===== src/rtl/vertices_buffer_loader_if.sv =====
// Upstream word stream plus buffer write bus for the vertices buffer loader.
// A word moves only in a cycle where in_valid & in_ready are both high; in_data and in_last are meaningful only with in_valid.
interface vertices_buffer_loader_if #(
  parameter int ADDR_WIDTH = 8,
  parameter int DATA_WIDTH = 32
);
  logic                  start;
  logic                  in_valid;
  logic [DATA_WIDTH-1:0] in_data;
  logic                  in_last;
  logic                  in_ready;
  logic                  mem_we;
  logic [ADDR_WIDTH-1:0] mem_addr;
  logic [DATA_WIDTH-1:0] mem_wdata;
  logic [ADDR_WIDTH-1:0] last_addr;
  logic                  done;
  logic                  overflow;
  logic                  busy;

  modport master (
    output start, in_valid, in_data, in_last,
    input  in_ready, mem_we, mem_addr, mem_wdata, last_addr, done, overflow, busy
  );

  modport slave (
    input  start, in_valid, in_data, in_last,
    output in_ready, mem_we, mem_addr, mem_wdata, last_addr, done, overflow, busy
  );
endinterface


===== src/rtl/vertices_buffer_loader.sv =====
// Writes an upstream vertex word stream into the vertices buffer from address 0
// and publishes the final written address for the read-side address generator.
module vertices_buffer_loader #(
  parameter int ADDR_WIDTH = 8,
  parameter int DATA_WIDTH = 32
) (
  input  logic                     clk,
  input  logic                     rst,
  vertices_buffer_loader_if.slave  bus,
  output logic [2:0]               dbg_state
);
  localparam logic [2:0] S_IDLE  = 3'd0;
  localparam logic [2:0] S_LOAD  = 3'd1;
  localparam logic [2:0] S_FLUSH = 3'd2;
  localparam logic [2:0] S_DONE  = 3'd3;
  localparam logic [2:0] S_ERROR = 3'd4;

  localparam logic [ADDR_WIDTH-1:0] ADDR_MAX = '1;

  logic [2:0]            state;
  logic [ADDR_WIDTH-1:0] wr_ptr;
  logic                  mem_we;
  logic [ADDR_WIDTH-1:0] mem_addr;
  logic [DATA_WIDTH-1:0] mem_wdata;
  logic [ADDR_WIDTH-1:0] last_addr;

  always_ff @(posedge clk or posedge rst) begin
    if (rst) begin
      state     <= S_IDLE;
      wr_ptr    <= '0;
      mem_we    <= 1'b0;
      mem_addr  <= '0;
      mem_wdata <= '0;
      last_addr <= '0;
    end else begin
      case (state)
        S_IDLE: begin
          mem_we <= 1'b0;
          if (bus.start) begin
            state  <= S_LOAD;
            wr_ptr <= '0;
          end
        end
        S_LOAD: begin
          // in_ready is high throughout LOAD, so in_valid alone marks an accept.
          if (bus.in_valid) begin
            mem_we    <= 1'b1;
            mem_addr  <= wr_ptr;
            mem_wdata <= bus.in_data;
            if (bus.in_last) begin
              state     <= S_FLUSH;
              last_addr <= wr_ptr;
            end else if (wr_ptr == ADDR_MAX) begin
              state     <= S_ERROR;
              last_addr <= ADDR_MAX;
            end else begin
              wr_ptr <= wr_ptr + 1'b1;
            end
          end else begin
            mem_we <= 1'b0;
          end
        end
        S_FLUSH: begin
          mem_we <= 1'b0;
          state  <= S_DONE;
        end
        S_DONE, S_ERROR: begin
          mem_we <= 1'b0;
          if (bus.start) begin
            state  <= S_LOAD;
            wr_ptr <= '0;
          end
        end
        default: begin
          mem_we <= 1'b0;
          state  <= S_IDLE;
        end
      endcase
    end
  end

  assign bus.in_ready  = (state == S_LOAD);
  assign bus.mem_we    = mem_we;
  assign bus.mem_addr  = mem_addr;
  assign bus.mem_wdata = mem_wdata;
  assign bus.last_addr = last_addr;
  assign bus.done      = (state == S_DONE);
  assign bus.overflow  = (state == S_ERROR);
  assign bus.busy      = (state == S_LOAD) || (state == S_FLUSH);
  assign dbg_state     = state;
endmodule


===== src/flat_wrapper.sv =====
// flat-port wrapper written by rule: the top's interface ports become plain ports
module vertices_buffer_loader_flat 
#(
  parameter int ADDR_WIDTH = 8,
  parameter int DATA_WIDTH = 32
)
  (clk, rst, dbg_state, bus_start, bus_in_valid, bus_in_data, bus_in_last, bus_in_ready, bus_mem_we, bus_mem_addr, bus_mem_wdata, bus_last_addr, bus_done, bus_overflow, bus_busy);
  vertices_buffer_loader_if #(.ADDR_WIDTH(ADDR_WIDTH), .DATA_WIDTH(DATA_WIDTH)) bus_i ();
  input  logic clk;
  input  logic rst;
  output logic [2:0] dbg_state;
  input wire logic [$bits(bus_i.start)-1:0] bus_start;
  input wire logic [$bits(bus_i.in_valid)-1:0] bus_in_valid;
  input wire logic [$bits(bus_i.in_data)-1:0] bus_in_data;
  input wire logic [$bits(bus_i.in_last)-1:0] bus_in_last;
  output wire logic [$bits(bus_i.in_ready)-1:0] bus_in_ready;
  output wire logic [$bits(bus_i.mem_we)-1:0] bus_mem_we;
  output wire logic [$bits(bus_i.mem_addr)-1:0] bus_mem_addr;
  output wire logic [$bits(bus_i.mem_wdata)-1:0] bus_mem_wdata;
  output wire logic [$bits(bus_i.last_addr)-1:0] bus_last_addr;
  output wire logic [$bits(bus_i.done)-1:0] bus_done;
  output wire logic [$bits(bus_i.overflow)-1:0] bus_overflow;
  output wire logic [$bits(bus_i.busy)-1:0] bus_busy;
  assign bus_i.start = bus_start;
  assign bus_i.in_valid = bus_in_valid;
  assign bus_i.in_data = bus_in_data;
  assign bus_i.in_last = bus_in_last;
  assign bus_in_ready = bus_i.in_ready;
  assign bus_mem_we = bus_i.mem_we;
  assign bus_mem_addr = bus_i.mem_addr;
  assign bus_mem_wdata = bus_i.mem_wdata;
  assign bus_last_addr = bus_i.last_addr;
  assign bus_done = bus_i.done;
  assign bus_overflow = bus_i.overflow;
  assign bus_busy = bus_i.busy;
  vertices_buffer_loader #(.ADDR_WIDTH(ADDR_WIDTH), .DATA_WIDTH(DATA_WIDTH)) u_core (.clk(clk), .rst(rst), .bus(bus_i), .dbg_state(dbg_state));
endmodule

===== config.mk =====
export PLATFORM = sky130hd
export DESIGN_NAME = vertices_buffer_loader_flat
export DESIGN_NICKNAME = d
export VERILOG_FILES = /design/src/rtl/vertices_buffer_loader_if.sv /design/src/rtl/vertices_buffer_loader.sv /design/src/flat_wrapper.sv
export SDC_FILE = /design/constraint.sdc
export NUM_CORES = 1
export LEC_CHECK = 0
export BUFFER_PORTS_ARGS = -buffer_cell sky130_fd_sc_hd__buf_2
export CORE_MARGIN = 2
export CORE_UTILIZATION = 40
export CTS_CLUSTER_SIZE = 12
export DETAILED_ROUTE_END_ITERATION = 12
export GPL_TIMING_DRIVEN = 0
export PLACE_DENSITY = 0.66
export SLEW_MARGIN = 5
export SYNTH_ARGS = -nofsm -noshare
export SYNTH_HDL_FRONTEND = slang
export SYNTH_SLANG_ARGS = --single-unit
export TNS_END_PERCENT = 100

===== constraint.sdc =====
create_clock -name clk -period 1.9 [get_ports clk]
set_input_delay 0.38 -clock clk [delete_from_list [all_inputs] [get_ports clk]]
set_output_delay 0.38 -clock clk [all_outputs]
set_load 0.05 [all_outputs]

## Word-level counts from Yosys, hierarchy flattened

Index checks and enable logic that the tools add are counted.

- Multiplexer cells: 14
- Bitwise operators: 0
- Divide/modulo/power cells: 0
- Order comparisons: 0
- Shift-type cells: 0
- Multiply operators: 0
- Equal/unequal tests: 10
- Add/subtract/negate cells: 1
- Reduce and logical (&&, ||, !) cells: 9

Operators by type and width:

| cell | number |
|---|---|
| $mux 8 | 6 |
| $pmux 8 s2 | 1 |
| $mux 3 | 4 |
| $pmux 3 s3 | 1 |
| $add 8x1->8 const B | 1 |
| $eq 8x8->1 const B | 1 |
| $eq 3x2->1 const B | 2 |
| $ne 2x2->1 const B | 3 |
| $reduce_and 3->1 | 2 |
| $reduce_and 5->1 | 1 |
| $reduce_bool 2->1 | 2 |
| $eq 3x1->1 const B | 1 |
| $eq 3x3->1 const B | 1 |
| $logic_not 3->1 | 1 |
| $ne 3x2->1 const B | 1 |
| $reduce_or 3->1 | 1 |
| $mux 1 | 2 |
| $ne 2x1->1 const B | 1 |
| $reduce_and 2->1 | 1 |
| $logic_or 1x1->1 | 1 |

- Input bits: 37
- Memories kept: 0
- Bits in latches: 0
- ROM bits: 0
- Output and inout port bits: 56
- Bits in writable memories: 0
- Bits in registers: 60
- Logic and storage cells: 40

## Depth between registers and ports, before layout

- Depth after elaboration: 5
- Mapped depth: 8

## Worst setup path before layout

No wires, ideal clock.

- Kind: register to output
- Start: register u_core.state[1] (netlist: u_core.dbg_state[1])
- End: output bus_busy
- Cell stages (with the launch flop): 4
- Setup slack: -0.152 ns
- Arrival: 1.672 ns
- Data required time: 1.520 ns
- Path through: dfrtp_1 clkbuf_1 xnor2_1 nor2_1

- Cells in the longest elaborated chain, start to end: 2

Ends and longest elaborated chain:

| item | RTL line | RTL |
|---|---|---|
| start, declared | vertices_buffer_loader.sv:20 | `logic [2:0] state;` |
| start signal, assigned | vertices_buffer_loader.sv:29 | `state <= S_IDLE;` |
| start signal, assigned | vertices_buffer_loader.sv:40 | `state <= S_LOAD;` |
| start signal, assigned | vertices_buffer_loader.sv:51 | `state <= S_FLUSH;` |
| $eq 3x1->1 / $eq 3x2->1 (equally long branches) | vertices_buffer_loader.sv:89 | `assign bus.busy = (state == S_LOAD) \|\| (state == S_FLUSH);` |
| $logic_or 1x1->1 * | vertices_buffer_loader.sv:89 |  |
| end, declared | flat_wrapper.sv:23 | `output wire logic [$bits(bus_i.busy)-1:0] bus_busy;` |

Every way passes the cells marked *; elsewhere a longest branch is shown, timed or not.

## Final worst setup path

- Start: register u_core.state[1] (netlist: u_core.dbg_state[1])
- End: output bus_done

- Cells in the longest elaborated chain, start to end: 1

Ends and longest elaborated chain:

| item | RTL line | RTL |
|---|---|---|
| $eq 3x2->1 | vertices_buffer_loader.sv:87 | `assign bus.done = (state == S_DONE);` |
| end, declared | flat_wrapper.sv:21 | `output wire logic [$bits(bus_i.done)-1:0] bus_done;` |

Every way passes these cells.

==> flow_metrics.py <==
metrics = {
    "status": {
        "status": "complete, no violations",
    },
    "global_routing": {
        "grt_overflow_total": 0,
        "grt_max_degree": 40,
        "grt.total_usage_pct": 17.8,
        "grt_pass1_vias": 2137,
        "grt_pass1_wl_mm": 9.93,
        "antenna_found_initial": 0,
    },
    "clock_network": {
        "cts_tree": "yes",
        "path_clk_slew_ns": 0.07,
        "numCtsBuffers": 9,
        "clock_latency_ns": 0.33,
        "clockRootBuffer": "clkbuf_8",
        "htreeDepth": 3,
        "clk_path_buf_depth": 2,
        "cts_sinks": 60,
    },
    "timing": {
        "clock.fmax_ghz": 0.551,
        "drv_slew": 0,
        "hold_viol": 0,
        "skew_ns": 0.00663,
        "tightest_slew_ns": 0.478,
        "setup_ws_ns": 0.0864,
        "period_share_pct": 95.5,
        "tns_ns": 0,
        "relSlewSlack_pct": 68.1,
        "hold_slack_ns": 0.0556,
        "setup_violations": 0,
        "period_minus_slack_ns": 1.81,
        "rsz0062_at_grt": "no",
    },
    "synthesis": {
        "syn_inst": 265,
        "synth-edff-count": 0,
        "yosysSeqAreaShare_pct": 60.2,
        "synthArstFlopShare_pct": 100,
        "synth-main-ff-cell": "dfrtp_1",
        "synth_seq_cells": 60,
        "ys_types": 35,
        "synthesis.nets": 303,
        "synthesis.area_sq_um": 2490,
        "avgSynthCellArea_sq_um": 9.41,
        "synth_warnings": 0,
    },
    "run": {
        "max_cap_violations": 0,
    },
    "detailed_routing": {
        "wl_per_cell_microns": 12.9,
        "num_vias": 2128,
        "finalWirelength_mm": 5.80,
        "first_pass_iters": 4,
        "ant_nets": 0,
        "via_per_inst": 4.74,
        "drc": 0,
        "drt_iter0_drc": 129,
    },
    "layout": {
        "final_common_cell": "nand2_1",
        "drive_above_1_share_pct": 34.8,
        "nFillCells": 554,
        "fin_nets": 407,
        "diodes": 0,
        "area_growth_pct": 34.8,
        "final_cells": 449,
        "layout_common_cells": "nand2_1, buf_2, dfrtp_1, clkbuf_8, o22a_1",
    },
    "placement": {
        "gp_congestion": 0.810,
        "port_buffers": 92,
        "pre_cts_slack_ns": 0.0588,
        "dp.cells": 433,
        "hpwl_mm": 4.13,
    },
    "hold_path": {
        "hp-class": "input pin to asynchronous set/reset pin",
    },
    "floorplanning": {
        "num_rows": 28,
        "initial_utilization_pct": 41.9,
        "die_height_microns": 83.0,
        "fp.dieW_microns": 83.0,
        "io_pins": 93,
        "dieArea_sq_um": 6880,
        "coreArea_sq_um": 5960,
    },
    "worst_setup_path": {
        "rr_worst_depth": 6,
        "crit_path_end_kind": "output pin",
        "worst_setup_path_start_kind": "register",
        "cp_max_fo": 10,
        "crit_type": "register to output pin",
        "r2r_setup_slack_ns": 0.12,
        "crit-reg2reg-launch": "u_core.wr_ptr[0]",
        "r2r_end": "u_core.wr_ptr[7]",
        "cp_data_arrival_time_ns": 1.43,
        "cp.required_ns": 1.52,
    },
}
## Yosys cell counts (all sizes together), types with 3 or more instances
cell	instances	share of area (%)
nor2	7	1.1
a21oi	6	1.4
o22a	8	2.8
clkbuf	6	0.90
inv	7	1.1
buf	8	1.9
nand3	3	0.60
and3	3	0.75
o21ai	4	0.80
dfrtp	60	60
nand2	125	19
a31oi	5	1.8
## state kept, by name, summed over array words and instances (netlist names)
signal and cells:
u_core.dbg_state 3, u_core.bus.mem_wdata 32, u_core.bus.mem_we 1, u_core.bus.mem_addr 8, u_core.wr_ptr 8, u_core.bus.last_addr 8
## metal layers
| metal | vias up | track usage [%] | share of wire (%) |
|---|---|---|---|
| met5 | - | 0 | 0 |
| met4 | 0 | 9.84 | 2.1 |
| met3 | 10 | 4.17 | 5.0 |
| met2 | 64 | 28.2 | 47 |
| met1 | 985 | 22.5 | 46 |
| li1 | 1069 | - | - |
## logic make-up after synthesis
group / Yosys count / synth area share [%]
buffers and inverters: 21 / 3.86
muxes: 2 / 0.803
adders and majority gates: 1 / 0.502
xor gates and xnor gates: 1 / 0.351
and+or+nand+nor: 150 / 24.7
AOI/OAI and AO/OA: 30 / 9.58
DFF: 60 / 60.2
## cell type report
| type | count | area [sq um] | area share [%] |
|---|---|---|---|
| Timing Repair Buffer | 93 | 483 | 14.4 |
| Clock buffer | 9 | 124 | 3.69 |
| Multi-Input combinational cell | 184 | 922 | 27.4 |
| Clock inverter | 7 | 139 | 4.13 |
| Tap cell | 75 | 93.8 | 2.79 |
| Buffer | 14 | 71.3 | 2.12 |
| Inverter | 7 | 26.3 | 0.782 |
| Sequential cell | 60 | 1500 | 44.7 |
## critical path, cell delays in order (launching register included)
cell	delay, ns
dfrtp_1	0.35
buf_2	0.24
and3b_2	0.24
buf_2	0.26
## how the worst max path moves through the flow
| stage | startpoint | slack, ns | to |
|---|---|---|---|
| after global routing | u_core.dbg_state[1] | 0.005 | bus_done |
| after floorplan | u_core.dbg_state[1] | 0.03 | bus_overflow |
| after global placement | rst | -0.71 | u_core.dbg_state[0] |
| after detailed placement | u_core.wr_ptr[0] | 0.06 | u_core.wr_ptr[7] |
| after CTS | u_core.dbg_state[1] | 0.009 | bus_overflow |
| final | u_core.dbg_state[1] | 0.09 | bus_done |
## stage by stage
stage / area (sq um) / util [%]
after floorplan: 2500 / -
after global placement: 3050 / 51.3
after detailed placement: 3070 / 51.6
after CTS: 3340 / 56.1
after global routing: 3360 / 56.4
final: 3360 / 56.4
## repair_timing
action | CTS | global route
endpoints found under the setup margin | 3 | 16
pin swaps | 0 | 0
gates resized for setup | 3 | 5
setup buffers | 0 | 0
hold buffers | 0 | 0
Power is not shown: default switching activity piles up to over one toggle a cycle in this logic, so the estimate is an artifact.
